$ cat src/rtl/sound_mixer.sv
// Mixes CHANNELS volume-scaled signed voices into one 12-bit offset-binary sample per
// frame and sequences the DAC serializer's load/en controls for one SPI frame per sample.
module sound_mixer #(
    parameter int CHANNELS   = 4,
    parameter int SAMPLE_DIV = 1024,
    parameter int FRAME_BITS = 32
) (
    input  logic                    clk,
    input  logic                    rst,
    input  logic [CHANNELS*8-1:0]   voice_data,
    input  logic [CHANNELS*4-1:0]   voice_vol,
    input  logic                    mute,
    output logic                    sample_strobe,
    output logic [11:0]             total_sound,
    output logic                    load,
    output logic                    en,
    output logic                    busy
);

    localparam int CNT_W = (SAMPLE_DIV > 1) ? $clog2(SAMPLE_DIV) : 1;
    localparam int CH_W  = (CHANNELS > 1) ? $clog2(CHANNELS) : 1;
    localparam int BIT_W = (FRAME_BITS > 1) ? $clog2(FRAME_BITS) : 1;

    typedef enum logic [2:0] {IDLE, ACCUM, CLIP, LOAD, SHIFT} state_t;

    state_t                  state_q, state_d;
    logic [CNT_W-1:0]        cnt_q, cnt_d;
    logic [CH_W-1:0]         ch_q, ch_d;
    logic [BIT_W-1:0]        bit_q, bit_d;
    logic signed [14:0]      acc_q, acc_d;
    logic [CHANNELS*8-1:0]   snap_data_q, snap_data_d;
    logic [CHANNELS*4-1:0]   snap_vol_q, snap_vol_d;
    logic [11:0]             total_q, total_d;
    logic                    load_q, load_d;
    logic                    en_q, en_d;
    logic                    busy_q, busy_d;

    logic signed [7:0]       cur_sample;
    logic [3:0]              cur_vol;
    logic signed [11:0]      cur_prod;

    function automatic logic signed [11:0] scale(input logic signed [7:0] s, input logic [3:0] v);
        logic signed [12:0] p;
        p = s * $signed({1'b0, v});
        return p[11:0];
    endfunction

    // Clamp to the signed 12-bit range, then flip the MSB into offset binary.
    function automatic logic [11:0] sat_offset(input logic signed [14:0] a);
        if (a > 15'sd2047)
            return 12'hFFF;
        else if (a < -15'sd2048)
            return 12'h000;
        else
            return {~a[11], a[10:0]};
    endfunction

    always_comb begin
        cur_sample = '0;
        cur_vol    = '0;
        for (int i = 0; i < CHANNELS; i++) begin
            if (ch_q == CH_W'(i)) begin
                cur_sample = snap_data_q[i*8 +: 8];
                cur_vol    = snap_vol_q[i*4 +: 4];
            end
        end
        cur_prod = scale(cur_sample, cur_vol);
    end

    always_comb begin
        state_d     = state_q;
        ch_d        = ch_q;
        bit_d       = bit_q;
        acc_d       = acc_q;
        snap_data_d = snap_data_q;
        snap_vol_d  = snap_vol_q;
        total_d     = total_q;
        cnt_d       = (cnt_q == CNT_W'(SAMPLE_DIV - 1)) ? '0 : cnt_q + CNT_W'(1);

        case (state_q)
            IDLE: begin
                if (cnt_q == '0) begin
                    snap_data_d = voice_data;
                    snap_vol_d  = voice_vol;
                    acc_d       = '0;
                    ch_d        = '0;
                    state_d     = ACCUM;
                end
            end
            ACCUM: begin
                acc_d = acc_q + $signed({{3{cur_prod[11]}}, cur_prod});
                if (ch_q == CH_W'(CHANNELS - 1))
                    state_d = CLIP;
                else
                    ch_d = ch_q + CH_W'(1);
            end
            CLIP: begin
                total_d = mute ? 12'h800 : sat_offset(acc_q);
                state_d = LOAD;
            end
            LOAD: begin
                bit_d   = '0;
                state_d = SHIFT;
            end
            SHIFT: begin
                if (bit_q == BIT_W'(FRAME_BITS - 1))
                    state_d = IDLE;
                else
                    bit_d = bit_q + BIT_W'(1);
            end
            default: state_d = IDLE;
        endcase

        load_d = (state_d == LOAD);
        en_d   = (state_d == SHIFT);
        busy_d = (state_d != IDLE);
    end

    always_ff @(posedge clk) begin
        if (rst) begin
            state_q <= IDLE;
            cnt_q   <= '0;
            ch_q    <= '0;
            bit_q   <= '0;
            acc_q   <= '0;
            total_q <= 12'h800;
            load_q  <= 1'b0;
            en_q    <= 1'b0;
            busy_q  <= 1'b0;
        end else begin
            state_q <= state_d;
            cnt_q   <= cnt_d;
            ch_q    <= ch_d;
            bit_q   <= bit_d;
            acc_q   <= acc_d;
            total_q <= total_d;
            load_q  <= load_d;
            en_q    <= en_d;
            busy_q  <= busy_d;
        end
    end

    always_ff @(posedge clk) begin
        snap_data_q <= snap_data_d;
        snap_vol_q  <= snap_vol_d;
    end

    // T0 is the IDLE cycle at count zero; held low while reset is asserted.
    assign sample_strobe = ~rst & (state_q == IDLE) & (cnt_q == '0);
    assign total_sound   = total_q;
    assign load          = load_q;
    assign en            = en_q;
    assign busy          = busy_q;

endmodule

$ cat config.mk
export PLATFORM = sky130hd
export DESIGN_NAME = sound_mixer
export DESIGN_NICKNAME = d
export VERILOG_FILES = /design/src/rtl/sound_mixer.sv
export SDC_FILE = /design/constraint.sdc
export NUM_CORES = 1
export LEC_CHECK = 0
export BUFFER_PORTS_ARGS = -buffer_cell sky130_fd_sc_hd__buf_2
export CORE_ASPECT_RATIO = 1.2
export CORE_MARGIN = 2
export CORE_UTILIZATION = 59
export DETAILED_ROUTE_END_ITERATION = 6
export GPL_TIMING_DRIVEN = 0
export MAX_ROUTING_LAYER = met4
export PLACE_DENSITY = 0.82
export RECOVER_POWER = 50
export SETUP_SLACK_MARGIN = 0.5
export SLEW_MARGIN = 30
export SYNTH_ARGS = -nofsm -noshare
export SYNTH_HDL_FRONTEND = slang
export SYNTH_SLANG_ARGS = --single-unit
$ cat constraint.sdc
create_clock -name clk -period 6.65 [get_ports clk]
set_input_delay 1.33 -clock clk [delete_from_list [all_inputs] [get_ports clk]]
set_output_delay 1.33 -clock clk [all_outputs]
set_load 0.02 [all_outputs]
# ---- Word level (Yosys, flattened, before mapping)
# Index checks and enable logic that the tools add are counted.
dict set report totals {
  reg_bits 98
  output_inout_bits 16
  elab_cells 69
  input_bits 51
}
dict set report op_classes {
  n_mux 22
  n_addsub 4
  n_bitwise 4
  magnitude_cmp 2
  reduce_logical 11
  n_eq_ne 14
  multipliers 1
}
# op n
set op_table {}
lappend op_table {{$mux 12} 3}
lappend op_table {{$mux 8} 4}
lappend op_table {{$pmux 15 s2} 1}
lappend op_table {{$mux 4} 4}
lappend op_table {{$add 15x12->15} 1}
lappend op_table {{$gt 15x12->1 const B} 1}
lappend op_table {{$lt 15x12->1 const B} 1}
lappend op_table {{$mux 15} 1}
lappend op_table {{$pmux 3 s5} 1}
lappend op_table {{$mul 8x5->12} 1}
lappend op_table {{$add 10x1->10 const B} 1}
lappend op_table {{$eq 10x10->1 const B} 1}
lappend op_table {{$logic_not 10->1} 1}
lappend op_table {{$pmux 5 s2} 1}
lappend op_table {{$eq 3x2->1 const B} 3}
lappend op_table {{$mux 3} 3}
lappend op_table {{$eq 3x3->1 const B} 2}
lappend op_table {{$ne 2x2->1 const B} 3}
lappend op_table {{$reduce_and 2->1} 3}
lappend op_table {{$add 5x1->5 const B} 1}
lappend op_table {{$eq 5x5->1 const B} 1}
lappend op_table {{$mux 5} 1}
lappend op_table {{$eq 2x2->1 const B} 2}
lappend op_table {{$mux 2} 2}
lappend op_table {{12 further kinds} 15}

# ---- Longest topological paths before layout
# Gate-level depths: netlist (run 1).
dict set report logic_depth {
  depth_word 8
  mapped_depth 32
  mapped_depth_nobuf 31
}

# ---- Worst setup path after synthesis (run 1)
# OpenSTA, ideal clock, no wires.
dict set report synth_path {
  kind {register to register}
  startpoint {reg ch_q[1]}
  endpoint {reg acc_q[14]}
  path_slack_ns 0.713
  setup_ns 0.128
  period_less_slack_ns 5.937
  required_time_ns 6.522
  stages_incl_launch_ff 31
  path_buffers 2
  t_arrival_ns 5.809
  cell_sequence {dfxtp_1 -> inv_1 -> ha_1 -> buf_2 -> buf_1 -> a21oi_1 -> nor2_1 -> a21oi_1 -> nor2_1 -> a21oi_1 -> nor2_1 -> ha_1 -> inv_1 -> fa_1 -> fa_1 -> inv_1 -> ha_1 -> o21ai_0 -> o21bai_1 -> a21oi_2 -> a21oi_1 -> a211oi_2 -> xnor3_1 -> inv_1 -> ha_1 -> a21oi_1 -> nand3b_1 -> o21ai_0 -> nor2b_1 -> mux2i_1 -> nand4_1}
}
dict set report synth_via {
  elab_chain_cells 8
  word_cells_on_any_way 15
  cone_classes {add/sub: 1; mul: 1; eq/ne: 3; mux: 9; reduce/logical: 1}
}
# item line
set synth_rtl {}
lappend synth_rtl {{start: declaration} 28} ;# logic [CH_W-1:0] ch_q, ch_d;
lappend synth_rtl {{start signal: assignment} 133} ;# ch_q <= ch_d;
lappend synth_rtl {{$logic_not 2->1} 62} ;# if (ch_q == CH_W'(i)) begin
lappend synth_rtl {{$mux 8 / $mux 4 (equally long branches) (4 in a row)} 62}
lappend synth_rtl {{$mul 8x5->12 *} 44} ;# p = s * $signed({1'b0, v});
lappend synth_rtl {{$add 15x12->15 *} 91} ;# acc_d = acc_q + $signed({{3{cur_prod[11]}}, cur_prod});
lappend synth_rtl {{$pmux 15 s2 *} 80} ;# case (state_q)
lappend synth_rtl {{end signal: assignment} 125} ;# acc_q <= '0;
lappend synth_rtl {{end signal: assignment} 135} ;# acc_q <= acc_d;
lappend synth_rtl {{end: declaration} 30} ;# logic signed [14:0] acc_q, acc_d;
# Every way passes the cells marked *; elsewhere a longest branch is shown, timed or not.
# A chain may end at the register's enable or synchronous reset.

# ---- Final worst setup path (run 1)
# Same ends and word-level chain as after synthesis.

==> impl_metrics.ini, run 1 <==
[pwr]
p_int_mw = 1.66
p_sw_mw = 1.08
power_frac_seq_pct = 28.3
powerDensity_nw_per_um2 = 418
irDropWorstVdd_mv = 0.206
clkPwrFrac_pct = 17.5
p_leak_nw = 2.81
swShare_pct = 39.4
power_frac_comb_pct = 54.1

[clocking]
h-tree-depth = 3
clock_tree.buffer_depth = 2
cts_made_buffers = 9
cts_root_buffer = clkbuf_16
postCtsHoldBufs = 0
clk_pin_slew_ps = 70
cts_tree = yes
worstSkewPairLatency_ps = 350
clock_sinks = 98

[synth]
synthTopCellsByCount = nor2_1, a21oi_1, dfxtp_1, inv_1, edfxtp_1
avgSynthCellArea_um2 = 9.43
yosys.area.top_type_share_pct = 25.7
synth_top_area_cell = edfxtp_1
synth_warnings = 0
yosys.cell_types.count = 51
yosysMostFrequentCell = nor2_1
synth_ff_type = dfxtp_1
synth_edf_count = 48
synth_sequential_area_ratio_pct = 43.5
async_reset_ff_share_pct = 0
synth.net_count = 706
syn_inst = 595
syn_area_um2 = 5610
synth.top_cells.by_area = edfxtp_1, dfxtp_1, ha_1, fa_1, nor2_1
ys_ff_latch = 98

[routing]
wl_per_cell_um = 12.9
vias = 4326
routed_via_density = 5.35
drt_wl_total_um = 10400
drc = 0
drtAntennaViolNets = 0
first_pass_iters = 5
drt_iter0_drc = 119

[worst_setup_path]
cp_max_fo = 10
cpPeakStageDelay_ps = 500
worstPathRequired_ps = 6880
critical_path_class = register to register
worstPathArrival_ps = 6010
critPathLaunchType = register
r2r_setup_slack_ps = 870
crit_slowest_cell = fa_1
crit_top_cell = ha_1
worstSetupEndpointType = register

[sta]
fmax_ghz = 0.173
hold_viol = 0
slew_headroom_pct = 44.5
skew_ps = 9.60
fin_hold_ws_ps = 448
setup_viol = 0
min_period_over_period_pct = 86.9
slew_viol_final = 0
fin_ws_ps = 874
rsz0062_at_grt = no
worst_pin_slew_ps = 831
fin_crit_ps = 5780

[global_route]
grt_first_pass_wirelength_um = 17600
grt_max_degree = 32
grt_pass1_vias = 4172
antenna_found_initial = 0
track_usage_pct = 21.7
gr-total-overflow = 0

[layout]
drive_gt1_share_pct = 17.5
nFillCells = 708
antennaDiodeCount = 0
final_cells = 809
area_growth_pct = 16.8
final_nets = 792

[placement]
dp_cells = 785
numPortBuffers = 66
routabilityCongestion = 0.903
place_ws_ps = -106
dpl.hpwl_um = 8040

[job]
drv_cap = 0

[die]
die_h_um = 111
io_pins = 67
die_area_um2 = 10300
rows = 39
initial_core_util_pct = 59.9
die_x_um = 93.0
core_um2 = 9370

[hold_path]
hold_path.class = register to register

[run_status]
status = completed
stage by stage:
step           total power, mW  cell area, um2  setup TNS, ps  utilization (%)
2_1_floorplan             1.88            5610              0                -
3_3_place_gp              2.07            6090              0             65.1
3_5_place_dp              2.12            6110           -106             65.3
4_1_cts                   2.64            6460              0             69.0
5_1_grt                   2.97            6560              0             70.0
6_report                  2.74            6560              0             70.0
registers in the layout, indices dropped and copies added, names as in the netlist:
register     flops
snap_data_q     32
snap_vol_q      16
acc_q           15
total_sound     12
cnt_q           10
bit_q            5
state_q          3
ch_q             2
busy             1
en               1
load             1
area by class of cell:
class / instances / area, um2 / area share (%)
clock inverter: 6 / 40.0 / 0.611
buffer: 21 / 100 / 1.53
timing repair buffer: 75 / 399 / 6.09
clock buffer: 10 / 239 / 3.65
tap: 123 / 154 / 2.35
inverter: 49 / 184 / 2.81
multi-input combinational: 427 / 2990 / 45.6
sequential: 98 / 2450 / 37.3
power by group through the flow:
stage | Combinational (mW) | Clock [mW] | Sequential [mW]
finish | 1.48 | 0.480 | 0.776
global route | 1.67 | 0.510 | 0.785
CTS | 1.38 | 0.487 | 0.773
detailed placement | 1.34 | 0 | 0.784
global placement | 1.28 | 0 | 0.783
floorplan | 1.11 | 0 | 0.770
logic make-up after synthesis:
logic type	synth area share, %
AOI/OAI and AO/OA	14.0
xor gates and xnor gates	4.93
adders and majority gates	15.7
buffers and inverters	4.82
DFF	43.5
muxes	0.357
and+or+nand+nor	16.7
worst max-delay path, delay by kind of cell, from the launching register on:
kind | cells | cell delay [ps]
muxes | 1 | 140
AOI/OAI and AO/OA | 8 | 920
buffers and inverters | 6 | 650
DFF | 1 | 340
adders and majority gates | 6 | 2080
and+or+nand+nor | 9 | 1260
xor gates and xnor gates | 1 | 260
cell usage in the layout (no fill, tap or decap), types with 11 or more instances in the layout:
master	count
nor2_1	89
buf_2	59
a21oi_1	55
inv_1	48
dfxtp_1	48
edfxtp_1	48
nand2_1	47
ha_1	39
clkbuf_1	22
o21ai_0	21
xnor2_1	18
fa_1	17
nand3_1	15
nor2b_1	12
xor2_1	11
path summary, 6_finish.rpt:
path	cells after the start	from	end
max	31	ch_q[1]	acc_q[14]
min	2	total_sound[8]	total_sound[8]
max reg2reg	31	ch_q[1]	acc_q[14]
min reg2reg	2	total_sound[8]	total_sound[8]
what timing repair did:
item | in CTS | in global routing
endpoints found under the hold margin | 0 | 0
resized for setup | 14 | 20
setup buffers | 3 | 5
endpoints found under the setup margin | 4 | 5
pin swaps | 0 | 3
metal layers:
layer  global-route usage (%)  vias to the layer above  part of all wire (%)
met3                     4.55                       22                   4.6
met5                        -                        -                     0
met4                     9.51                        0                   2.5
met2                     37.8                      119                    52
li1                         -                     2214                     -
met1                     23.7                     1971                    41
(Power assumes the default switching activity.)
==> run 2, diff against run 1 <==
--- a/config.mk
+++ b/config.mk
@@ -5,6 +5,7 @@
 export SDC_FILE = /design/constraint.sdc
 export NUM_CORES = 1
 export LEC_CHECK = 0
+export ABC_AREA = 1
 export BUFFER_PORTS_ARGS = -buffer_cell sky130_fd_sc_hd__buf_2
 export CORE_ASPECT_RATIO = 1.2
 export CORE_MARGIN = 2
@@ -12,7 +13,7 @@
 export DETAILED_ROUTE_END_ITERATION = 6
 export GPL_TIMING_DRIVEN = 0
 export MAX_ROUTING_LAYER = met4
-export PLACE_DENSITY = 0.82
+export PLACE_DENSITY = 0.81
 export RECOVER_POWER = 50
 export SETUP_SLACK_MARGIN = 0.5
 export SLEW_MARGIN = 30
==> run 2 against run 1 <==
  * Sequential share of layout area shrank 1.1 points
  * Cell area increased by 3.2%
  * Critical path depth is 7 higher
  * Combinational power increased by 6%
  * Largest cell class unchanged
==> impl_metrics.ini, run 2 <==
[layout]
regMostFlops = snap_data_q
final_common_cell = nand2_1
area_growth_pct = 16.7
drive_gt1_share_pct = 19.8
nFillCells = 751
final_nets = 873
antennaDiodeCount = 0
largest_register_ff_count = 32
final_cell_mix = nand2_1, inv_1, buf_2
reg.largest.list = snap_data_q: 32 flops, snap_vol_q: 16 flops, acc_q: 15 flops

[global_route]
grt_first_pass_wirelength_um = 19700
gr-total-overflow = 0
track_usage_pct = 24.0
grt_max_degree = 29
grt_pass1_vias = 4716
antenna_found_initial = 0

[sta]
hold_viol = 0
setup_tns_ps = 0
slew_headroom_pct = 9.21
setup_viol = 0
fmax_ghz = 0.174
fin_hold_ws_ps = 461
worst_pin_slew_ps = 1360
min_period_over_period_pct = 86.3
slew_viol_final = 0
skew_ps = 7.90
rsz0062_at_grt = no
fin_crit_ps = 5740

[pwr]
p_leak_nw = 3.26
irDropWorstVdd_mv = 0.219
powerDensity_nw_per_um2 = 423

[worst_setup_path]
cpPeakStageDelay_ps = 550
cp_max_fo = 8
r2r_setup_slack_ps = 910
cp_num_buf_inv = 8
crit_family = adder cells
worstPathRequired_ps = 6860
worstPathArrival_ps = 5950
crit_slowest_cell = fa_1
critical_path_class = register to register
crit_top_cell = nand2_1
critPathLaunchType = register
worstSetupEndpointType = register

[routing]
drc = 0
first_pass_iters = 4
wl_per_cell_um = 13.4
drt_wl_total_um = 11900
vias = 4688
drt_iter0_drc = 211
drtAntennaViolNets = 0
routed_via_density = 5.27

[placement]
numPortBuffers = 65
routabilityCongestion = 0.886
dpl.hpwl_um = 8830

[die]
io_pins = 67
core_um2 = 9560
initial_core_util_pct = 60.6
die_h_um = 113
rows = 39
die_area_um2 = 10600
die_x_um = 94.5

[run_status]
status = completed

[synth]
yosysMostFrequentCell = nand2_1
synth.top_cells.by_area = edfxtp_1, dfxtp_1, ha_1, nand2_1, inv_1
synth.net_count = 793
synth_edf_count = 48
synth_compound_area_share_pct = 11.8
syn_area_um2 = 5800
ys_ff_latch = 98
synth_warnings = 0
yosys.area_share.adder_pct = 15.2
synth-xor-area-share_pct = 1.81
synth_top_area_cell = edfxtp_1
syn_inst = 682
yosys.cell_types.count = 42
async_reset_ff_share_pct = 0
yosys.area.top_type_share_pct = 24.9
synthTopCellsByCount = nand2_1, inv_1, nor2_1, a21oi_1, dfxtp_1
synth-simple-area-share_pct = 20.3
muxShareOfSynthArea_pct = 0
synth_ff_type = dfxtp_1
synth_top_family_by_area = simple AND/OR/NAND/NOR gates
avgSynthCellArea_um2 = 8.50
synth_sequential_area_ratio_pct = 42.1

[clocking]
clock_sinks = 98
clock_tree.buffer_depth = 2
cts_made_buffers = 9
clk_pin_slew_ps = 70
postCtsHoldBufs = 0
h-tree-depth = 3
cts_tree = yes
worstSkewPairLatency_ps = 340
cts_root_buffer = clkbuf_16

[hold_path]
hold_path.class = register to register

[job]
drv_cap = 0
run 2: cell types whose count changed in the layout (fill, tap and decap cells not counted), moves of 12 or more:
cell,delta
inv_1,+62
nor2_1,-23
nand2_2,+13
clkbuf_1,-12
nand2_1,+77
xnor2_1,-16
nand3_1,+14
nor2b_1,-12
run 2: routing by layer:
| layer | track usage [%] | share of wire [%] |
|---|---|---|
| met1 | 26.5 | 42 |
| met2 | 42.2 | 52 |
| met3 | 4.23 | 3.0 |
| met4 | 9.86 | 2.9 |
| met5 | - | 0 |
run 2: worst paths after layout:
check	start	to	depth (start not counted)
setup / recovery	ch_q[0]	acc_q[14]	38
hold / removal	total_sound[7]	total_sound[7]	2
setup reg to reg	ch_q[0]	acc_q[14]	38
hold reg to reg	total_sound[7]	total_sound[7]	2
run 2: cell type report:
type | count | area [um2] | share of cell area [%]
inverters | 114 | 428 | 6.33
clock inverters | 4 | 50.0 | 0.740
well taps | 123 | 154 | 2.28
multi-input cells | 455 | 2990 | 44.3
plain buffers | 15 | 88.8 | 1.31
flip-flops and latches | 98 | 2450 | 36.2
clock buffers | 12 | 246 | 3.64
repair buffers | 69 | 353 | 5.22
run 2: worst min-delay path: stages, from the launching register on:
cell,delay (ps)
dfxtp_1,310
nand2_1,50
a21oi_1,50
run 2: logic make-up (layout without fill, tap and decap cells):
logic type / count (synthesis) / after routing
AOI/OAI and AO/OA: 120 / 120
xor gates and xnor gates: 12 / 12
adders and majority gates: 60 / 60
buffers and inverters: 129 / 214
DFF: 98 / 98
and+or+nand+nor: 263 / 263
run 2: timing repair:
action | CTS | global route
cloned | 0 | 1
setup endpoints to repair | 2 | 5
gates resized for setup | 5 | 37
buffers inserted | 0 | 2
pin swaps | 1 | 7
run 2: power by group:
| group | internal [mW] | switching, mW |
|---|---|---|
| Sequential | 0.716 | 0.0535 |
| Combinational | 0.585 | 0.984 |
| Clock | 0.303 | 0.217 |
| Total | 1.60 | 1.25 |
run 2: metrics by stage:
stage	power, mW	setup slack (ps)	cells	area (um2)	util (%)
finish	2.86	913	890	6760	70.7
global route	3.12	369	890	6760	70.7
floorplan	1.89	1050	682	5800	-
detailed placement	2.20	362	871	6300	65.9
global placement	2.14	508	870	6270	65.6
CTS	2.74	534	887	6610	69.1
